[config.mk]
export PLATFORM = sky130hd
export DESIGN_NAME = bcd_seg7_mux2_flat
export DESIGN_NICKNAME = d
export VERILOG_FILES = /design/src/rtl/bcd_seg7_mux2_if.sv /design/src/rtl/bcd_seg7_mux2.sv /design/src/flat_wrapper.sv
export SDC_FILE = /design/constraint.sdc
export NUM_CORES = 1
export LEC_CHECK = 0
export ABC_CLOCK_PERIOD_IN_PS = 1500
export CAP_MARGIN = 10
export CORE_MARGIN = 10
export CORE_UTILIZATION = 50
export DETAILED_ROUTE_END_ITERATION = 12
export DONT_BUFFER_PORTS = 1
export SLEW_MARGIN = 20
export SYNTH_ARGS = -nofsm -noshare
export SYNTH_HDL_FRONTEND = slang
export SYNTH_SLANG_ARGS = --single-unit
[constraint.sdc]
create_clock -name clk -period 1.5 [get_ports clk]
set_input_delay 0.225 -clock clk [delete_from_list [all_inputs] [get_ports clk]]
set_output_delay 0.225 -clock clk [all_outputs]
set_load 0.02 [all_outputs]
[src/rtl/bcd_seg7_mux2_if.sv]
// Display-side bus between the BCD counter and the two-digit 7-segment driver.
// The master supplies digits and strobes; the slave drives the multiplexed pins.
interface bcd_seg7_mux2_if;
  logic       upd;
  logic [3:0] ones;
  logic [3:0] tens;
  logic       lz_blank;
  logic [6:0] seg;
  logic [1:0] an;
  logic       err;

  modport master (
    output upd, ones, tens, lz_blank,
    input  seg, an, err
  );

  modport slave (
    input  upd, ones, tens, lz_blank,
    output seg, an, err
  );
endinterface

[src/rtl/bcd_seg7_mux2.sv]
// Latches two BCD digits, decodes them to 7-segment patterns and time-multiplexes
// them onto a shared segment bus with optional blank gaps and leading-zero blanking.
module bcd_seg7_mux2 #(
  parameter int unsigned REFRESH_DIV = 4,
  parameter bit          DEAD_EN     = 1'b1,
  parameter bit          POL_LOW     = 1'b0
) (
  input  logic            clk,
  input  logic            rst,
  bcd_seg7_mux2_if.slave  bus
);

  localparam int unsigned CNT_W = (REFRESH_DIV > 1) ? $clog2(REFRESH_DIV) : 1;
  localparam logic [CNT_W-1:0] CNT_MAX = CNT_W'(REFRESH_DIV - 1);
  // Pin-level "off" patterns; XOR with these applies the output polarity.
  localparam logic [6:0] SEG_OFF = POL_LOW ? 7'h7F : 7'h00;
  localparam logic [1:0] AN_OFF  = POL_LOW ? 2'b11 : 2'b00;

  typedef enum logic [1:0] {
    S_ONES = 2'd0,
    S_GAP0 = 2'd1,
    S_TENS = 2'd2,
    S_GAP1 = 2'd3
  } state_e;

  state_e           state_q, state_d;
  logic [CNT_W-1:0] cnt_q, cnt_d;
  logic [3:0]       ones_q, ones_d;
  logic [3:0]       tens_q, tens_d;
  logic             err_q, err_d;
  logic [6:0]       seg_q, seg_d;
  logic [1:0]       an_q, an_d;
  logic             tick;
  logic [6:0]       seg_act;
  logic [1:0]       an_act;

  function automatic logic [6:0] dec(input logic [3:0] d);
    logic [6:0] s;
    case (d)
      4'd0:    s = 7'h3F;
      4'd1:    s = 7'h06;
      4'd2:    s = 7'h5B;
      4'd3:    s = 7'h4F;
      4'd4:    s = 7'h66;
      4'd5:    s = 7'h6D;
      4'd6:    s = 7'h7D;
      4'd7:    s = 7'h07;
      4'd8:    s = 7'h7F;
      4'd9:    s = 7'h6F;
      default: s = 7'h40;
    endcase
    return s;
  endfunction

  always_ff @(posedge clk or negedge rst) begin
    if (!rst) begin
      state_q <= S_ONES;
      cnt_q   <= '0;
      ones_q  <= 4'd0;
      tens_q  <= 4'd0;
      err_q   <= 1'b0;
      seg_q   <= SEG_OFF;
      an_q    <= AN_OFF;
    end else begin
      state_q <= state_d;
      cnt_q   <= cnt_d;
      ones_q  <= ones_d;
      tens_q  <= tens_d;
      err_q   <= err_d;
      seg_q   <= seg_d;
      an_q    <= an_d;
    end
  end

  always_comb begin
    state_d = state_q;
    ones_d  = ones_q;
    tens_d  = tens_q;
    err_d   = err_q;
    seg_act = 7'h00;
    an_act  = 2'b00;

    tick  = (cnt_q == CNT_MAX);
    cnt_d = tick ? '0 : cnt_q + CNT_W'(1);

    if (bus.upd) begin
      ones_d = bus.ones;
      tens_d = bus.tens;
      err_d  = err_q | (bus.ones > 4'd9) | (bus.tens > 4'd9);
    end

    if (tick) begin
      case (state_q)
        S_ONES:  state_d = DEAD_EN ? S_GAP0 : S_TENS;
        S_GAP0:  state_d = S_TENS;
        S_TENS:  state_d = DEAD_EN ? S_GAP1 : S_ONES;
        default: state_d = S_ONES;
      endcase
    end

    // Outputs follow the current slot and currently latched digits.
    case (state_q)
      S_ONES: begin
        an_act  = 2'b01;
        seg_act = dec(ones_q);
      end
      S_TENS: begin
        if (!(bus.lz_blank && (tens_q == 4'd0))) begin
          an_act  = 2'b10;
          seg_act = dec(tens_q);
        end
      end
      default: begin
        an_act  = 2'b00;
        seg_act = 7'h00;
      end
    endcase

    seg_d = seg_act ^ SEG_OFF;
    an_d  = an_act ^ AN_OFF;
  end

  assign bus.seg = seg_q;
  assign bus.an  = an_q;
  assign bus.err = err_q;

endmodule
[src/flat_wrapper.sv]
// flat-port wrapper written by rule: the top's interface ports become plain ports
module bcd_seg7_mux2_flat 
#(
  parameter int unsigned REFRESH_DIV = 4,
  parameter bit          DEAD_EN     = 1'b1,
  parameter bit          POL_LOW     = 1'b0
)
  (clk, rst, bus_upd, bus_ones, bus_tens, bus_lz_blank, bus_seg, bus_an, bus_err);
  bcd_seg7_mux2_if bus_i ();
  input  logic clk;
  input  logic rst;
  input wire logic [$bits(bus_i.upd)-1:0] bus_upd;
  input wire logic [$bits(bus_i.ones)-1:0] bus_ones;
  input wire logic [$bits(bus_i.tens)-1:0] bus_tens;
  input wire logic [$bits(bus_i.lz_blank)-1:0] bus_lz_blank;
  output wire logic [$bits(bus_i.seg)-1:0] bus_seg;
  output wire logic [$bits(bus_i.an)-1:0] bus_an;
  output wire logic [$bits(bus_i.err)-1:0] bus_err;
  assign bus_i.upd = bus_upd;
  assign bus_i.ones = bus_ones;
  assign bus_i.tens = bus_tens;
  assign bus_i.lz_blank = bus_lz_blank;
  assign bus_seg = bus_i.seg;
  assign bus_an = bus_i.an;
  assign bus_err = bus_i.err;
  bcd_seg7_mux2 #(.REFRESH_DIV(REFRESH_DIV), .DEAD_EN(DEAD_EN), .POL_LOW(POL_LOW)) u_core (.clk(clk), .rst(rst), .bus(bus_i));
endmodule
==> impl_metrics.ini, run 1 <==
[outcome]
run_status = finished, final reports clean

[critical_path]
r2r-end = u_core.bus.seg[2]
critPathKind = flop to flop
path_cells = inv_2, ha_1, nor2b_4, nand2_2, o211ai_4, o21ai_1
end_kind = flop
crit_end = u_core.bus.seg[2]
startpoint_type = flop
r2r_start = u_core.tens_q[0]
r2r_slack_ns = 0.12
cp.arrival_ns = 1.56
cp_top_family = flip-flops
r2r_cells = 6
crit_fanout = 5
cp_slowest_stage_delay_ns = 0.42
cp_data_required_time_ns = 1.68
crit_path_start = u_core.tens_q[0]
worst-path-stages = 6
critPathBufInv = 1
worst_path_max_delay_cell = dfrtp_1

[global_route]
antenna_found_initial = 0
gr-usage-all-layers_pct = 10.3
gr-total-overflow = 0
grt_max_degree = 23
grt_first_pass_wirelength_mm = 3.66
first_global_vias = 756

[synthesis]
synth-main-ff-cell = dfrtp_1
netlist_top_cells_area = dfrtp_1 47%, ha_1 14%, o21ai_0 6.4%
synthTopCellsByCount = 22 x dfrtp_1, 15 x o21ai_0, 13 x ha_1
yosysSeqAreaShare_pct = 46.7
ys_warn_count = 0
syn_area_per_cell_um2 = 10.1
yosysTopAreaCellShare_pct = 46.7
async_reset_ff_share_pct = 100
netlist_instances = 117
synth.ff_latch_count = 22
synth_nets = 142
synth_edf_count = 0
synth_cell_types = 26
syn-cell-area_mm2 = 0.00118
yosysTopAreaCell = dfrtp_1
yosysMostFrequentCell = dfrtp_1

[timing]
drv_slew = 0
fin_crit_ns = 1.38
setup-violations-final = 0
finClkSkew_ns = 0.000708
tns_ns = 0
worstMarginPinSlew_ns = 0.473
finalHoldViolCount = 0
period_share_pct = 91.7
rsz0062_at_grt = no
clock.fmax_mhz = 727
slew_headroom_pct = 68.5
holdWs_ns = 0.0383

[clock_tree]
cts_sinks = 22
cts.clk_slew.worst_paths_ns = 0.11
worst_skew_pair.late_latency_ns = 0.29
cts-buffers-inserted = 3
clock_path_buffers = 2
ctsHtreeMaxLevel = 1
root_buffer = clkbuf_4
cts_tree = built

[placed_design]
dp.final_hpwl_mm = 1.65
io_buffers = 0
placed_area_mm2 = 0.00119
place_congestion = 0.767

[floorplanning]
initial_core_util_pct = 52.8
die-area_mm2 = 0.00470
die_y_um = 68.6
coreArea_mm2 = 0.00223
io_pins = 22
chipWidth_um = 68.6
rows = 17

[min_path]
holdCritStartpoint = bus_ones[0]
holdCritPathClass = input port to flop

[power]
powerDensity_mw_per_mm2 = 926
vdd_ir_drop_max_mv = 0.695
p_comb_share_pct = 16.8
switchingPower_uw = 357
p_leak_uw = 0.000596
swShare_pct = 29.9
clkPwrFrac_pct = 21.7
intPower_uw = 835
seqPwrFrac_pct = 61.6

[cells_and_area]
diodes = 0
area_growth_pct = 9.12
nNetsFinal = 152
fin_area_mm2 = 0.00129
drive_above_1_share_pct = 14.4

[route]
drtIter0Drc = 9
antenna_left = 0
vias_per_cell = 5.19
first_pass_iters = 3
wl_per_cell_um = 14.5
drt_wl_total_mm = 2.22
via_count = 794
drc = 0

[job]
cap_viol_max_count = 0
==> cells by family after synthesis <==
kind of cell | Yosys count | synth area share (%)
AND/OR/NAND/NOR | 30 | 13.6
multiplexers | 4 | 3.71
adder cells (fa/ha/maj) | 13 | 13.8
AO/OA/AOI/OAI | 32 | 15.9
buffers and inverters | 16 | 6.36
flip-flops | 22 | 46.7
==> worst min path at each step <==
| stage | endpoint | cells after the start |
|---|---|---|
| after detailed placement | u_core.bus.seg[2] | 0 |
| after floorplan | u_core.bus.an[0] | 0 |
| after CTS | u_core.tens_q[0] | 1 |
| after global routing | u_core.ones_q[0] | 2 |
| after global placement | u_core.bus.seg[5] | 0 |
| final | u_core.ones_q[0] | 2 |
==> cell type report <==
type / instances / area, µm²
fill: 196 / 946
multi-input combinational: 79 / 554
sequential: 22 / 552
timing repair buffer: 10 / 82.6
inverter: 11 / 41.3
tap: 28 / 35.0
clock buffer: 3 / 22.5
==> registers in the layout, indices dropped and copies added, names as in the netlist <==
signal / flops
u_core.ones_q: 4
u_core.cnt_q: 2
u_core.state_q: 2
u_core.tens_q: 4
u_core.bus.an: 2
u_core.bus.err: 1
u_core.bus.seg: 7
==> timing repair <==
item / CTS / global route
gates resized for setup: 0 / 2
setup endpoints to repair: 0 / 5
hold buffers: 3 / 2
hold endpoints to repair: 25 / 23
buffers inserted: 0 / 4
==> through the flow <==
stage	instances	power [µW]	utilization [%]	worst slack, ns
6_report	153	1190	57.6	0.124
5_1_grt	153	1280	57.6	0.00136
4_1_cts	147	1190	55.6	0.0979
3_5_place_dp	141	912	53.2	0.128
3_3_place_gp	141	909	53.2	0.132
2_1_floorplan	117	881	-	0.220
==> metal layers <==
layer	GRT usage, %	routed length (µm)	up-vias
met1	14.1	1060	358
li1	-	-	414
met2	14.6	950	20
met3	3.54	194	2
met4	3.77	23	0
met5	0	0	-
==> power groups by stage <==
stage | clock (µW) | sequential [µW] | combinational, µW
global route | 301 | 744 | 233
floorplan | 0 | 714 | 168
CTS | 270 | 738 | 182
global placement | 0 | 748 | 160
detailed placement | 0 | 751 | 161
finish | 258 | 734 | 200
==> worst reg2reg max path: stages (launching register included) <==
cell and delay (ns):
dfrtp_1 0.42, inv_2 0.10, ha_1 0.15, nor2b_4 0.16
nand2_2 0.09, o211ai_4 0.24, o21ai_1 0.11
==> cells in the final DEF (no fill, tap or decap), drive strengths merged <==
| master | synthesis | final |
|---|---|---|
| a21oi | 5 | 5 |
| and2 | 1 | 1 |
| and3b | 1 | 1 |
| buf | 5 | 6 |
| clkbuf | 0 | 3 |
| dfrtp | 22 | 22 |
| dlygate4sd3 | 0 | 4 |
| ha | 13 | 13 |
| inv | 11 | 11 |
| mux2 | 3 | 3 |
| mux2i | 1 | 1 |
| nand2 | 9 | 9 |
| nand2b | 2 | 2 |
| nor2 | 7 | 7 |
| nor2b | 3 | 3 |
| nor3 | 3 | 3 |
| nor3b | 3 | 3 |
| o211ai | 3 | 3 |
| o21ai | 22 | 22 |
| o22ai | 2 | 2 |
| or2 | 1 | 1 |
Power figures use the tool's default switching activity.
==> run 2, diff against run 1 <==
CORE_MARGIN = 5   (was 10)
GPL_ROUTABILITY_DRIVEN = 1   (was not set)
==> run 2 against run 1 <==
Flip-flop and latch count is the same. Combinational power decreased by 10%. Wire length decreased by 8.0%. Power is 3.6% higher. Cell count fell by 2.6%. Utilization is 1.0 points lower. Critical path type unchanged. Largest cell class unchanged. Largest power group unchanged. Highest routed layer unchanged.
==> impl_metrics.ini, run 2 (synthesis results as in run 1) <==
[power]
vdd_ir_drop_max_mv = 0.527
powerDensity_mw_per_mm2 = 976
p_leak_uw = 0.000580

[min_path]
holdCritPathClass = input port to flop
hold_path_end = u_core.ones_q[0]
min_path_cells = 2
holdCritStartpoint = bus_ones[0]

[route]
drt_wl_total_mm = 2.05
via_count = 795
antenna_left = 0
wl_per_cell_um = 13.7
vias_per_cell = 5.34
drtIter0Drc = 9
first_pass_iters = 4
drc = 0

[floorplanning]
io_pins = 22
coreArea_mm2 = 0.00223
die-area_mm2 = 0.00343
die_y_um = 58.6
chipWidth_um = 58.6
rows = 17
initial_core_util_pct = 52.8

[timing]
finClkSkew_ns = 0.00296
tns_ns = 0
clock.fmax_mhz = 711
drv_slew = 0
finalHoldViolCount = 0
worstMarginPinSlew_ns = 0.479
holdWs_ns = 0.0342
period_share_pct = 93.7
fin_crit_ns = 1.41
rsz0062_at_grt = no
setup-violations-final = 0
slew_headroom_pct = 68.1

[clock_tree]
cts_tree = built
worst_skew_pair.late_latency_ns = 0.30
cts-buffers-inserted = 3
ctsHtreeMaxLevel = 1
root_buffer = clkbuf_4
cts_sinks = 22
post_cts_buffers = 0
clock_path_buffers = 2
cts.clk_slew.worst_paths_ns = 0.12

[placed_design]
placed_area_mm2 = 0.00119
place_congestion = 0.807
io_buffers = 0
dp.final_hpwl_mm = 1.58

[critical_path]
cp_data_required_time_ns = 1.69
r2r_slack_ns = 0.09
end_kind = flop
r2r_cells = 6
r2r-end = u_core.bus.seg[3]
critPathKind = flop to flop
cp.arrival_ns = 1.60
crit_fanout = 5
r2r_start = u_core.tens_q[0]
crit_path_start = u_core.tens_q[0]
startpoint_type = flop

[global_route]
gr-total-overflow = 0
grt_first_pass_wirelength_mm = 3.48
grt_max_degree = 23
antenna_found_initial = 0
first_global_vias = 791
gr-usage-all-layers_pct = 13.3

[cells_and_area]
drive_above_1_share_pct = 12.4
largest_register_ffs = 7
layout_common_cells = 21 x dfrtp_1, 15 x o21ai_0, 13 x ha_1
area_growth_pct = 7.21
diodes = 0
fill_cells = 201
fin_area_mm2 = 0.00126
final_common_cell = dfrtp_1
nNetsFinal = 147

[job]
cap_viol_max_count = 0

[outcome]
run_status = finished, final reports clean
[run 2: timing repair]
item | CTS | global route
resized for setup | 0 | 2
setup endpoints to repair | 0 | 4
hold endpoints to repair | 26 | 23
hold buffers | 2 | 2
[run 2: report_power, final]
group | total, µW | switching [µW] | internal [µW]
registers | 735 | 92.8 | 642
clock network | 320 | 171 | 148
logic | 180 | 94.2 | 86.1
total | 1240 | 358 | 877
[run 2: metal layers]
layer  part of all wire [%]  track usage (%)  routed length (µm)
met1                     48             17.5                 977
met2                     45             21.1                 916
met3                    7.1             5.48                 146
met4                   0.34             1.94                   7
met5                      0                0                   0
[run 2: cell type report]
| class | instances | area (µm²) | share of cell area (%) |
|---|---|---|---|
| clock buffers | 4 | 36.3 | 2.87 |
| flip-flops and latches | 22 | 552 | 43.6 |
| repair buffers | 5 | 42.5 | 3.36 |
| inverters | 11 | 41.3 | 3.26 |
| multi-input cells | 79 | 558 | 44.1 |
| well taps | 28 | 35.0 | 2.77 |
[run 2: metrics by stage]
stage               std cells  power [µW]  util (%)  worst slack, ns
floorplan                 117         881         -            0.220
global placement          141         907      53.2            0.134
detailed placement        141         911      53.2            0.101
CTS                       147        1250      55.7           0.0672
global route              149        1300      56.6         0.000354
finish                    149        1240      56.6           0.0943
[run 2: worst max-delay path by stage]
stage	to	slack, ns	cells after the start
floorplan	u_core.bus.seg[0]	0.22	6
global placement	u_core.bus.seg[3]	0.13	5
detailed placement	u_core.bus.seg[3]	0.10	6
CTS	u_core.bus.seg[3]	0.07	6
global route	u_core.bus.seg[3]	0.0004	6
finish	u_core.bus.seg[3]	0.09	6
[run 2: critical path, cell delays in order, from the launching register on]
cell	delay, ns
dfrtp_1	0.42
inv_1	0.13
ha_1	0.17
nor2b_4	0.16
nand2_2	0.09
o211ai_4	0.21
o21ai_1	0.12
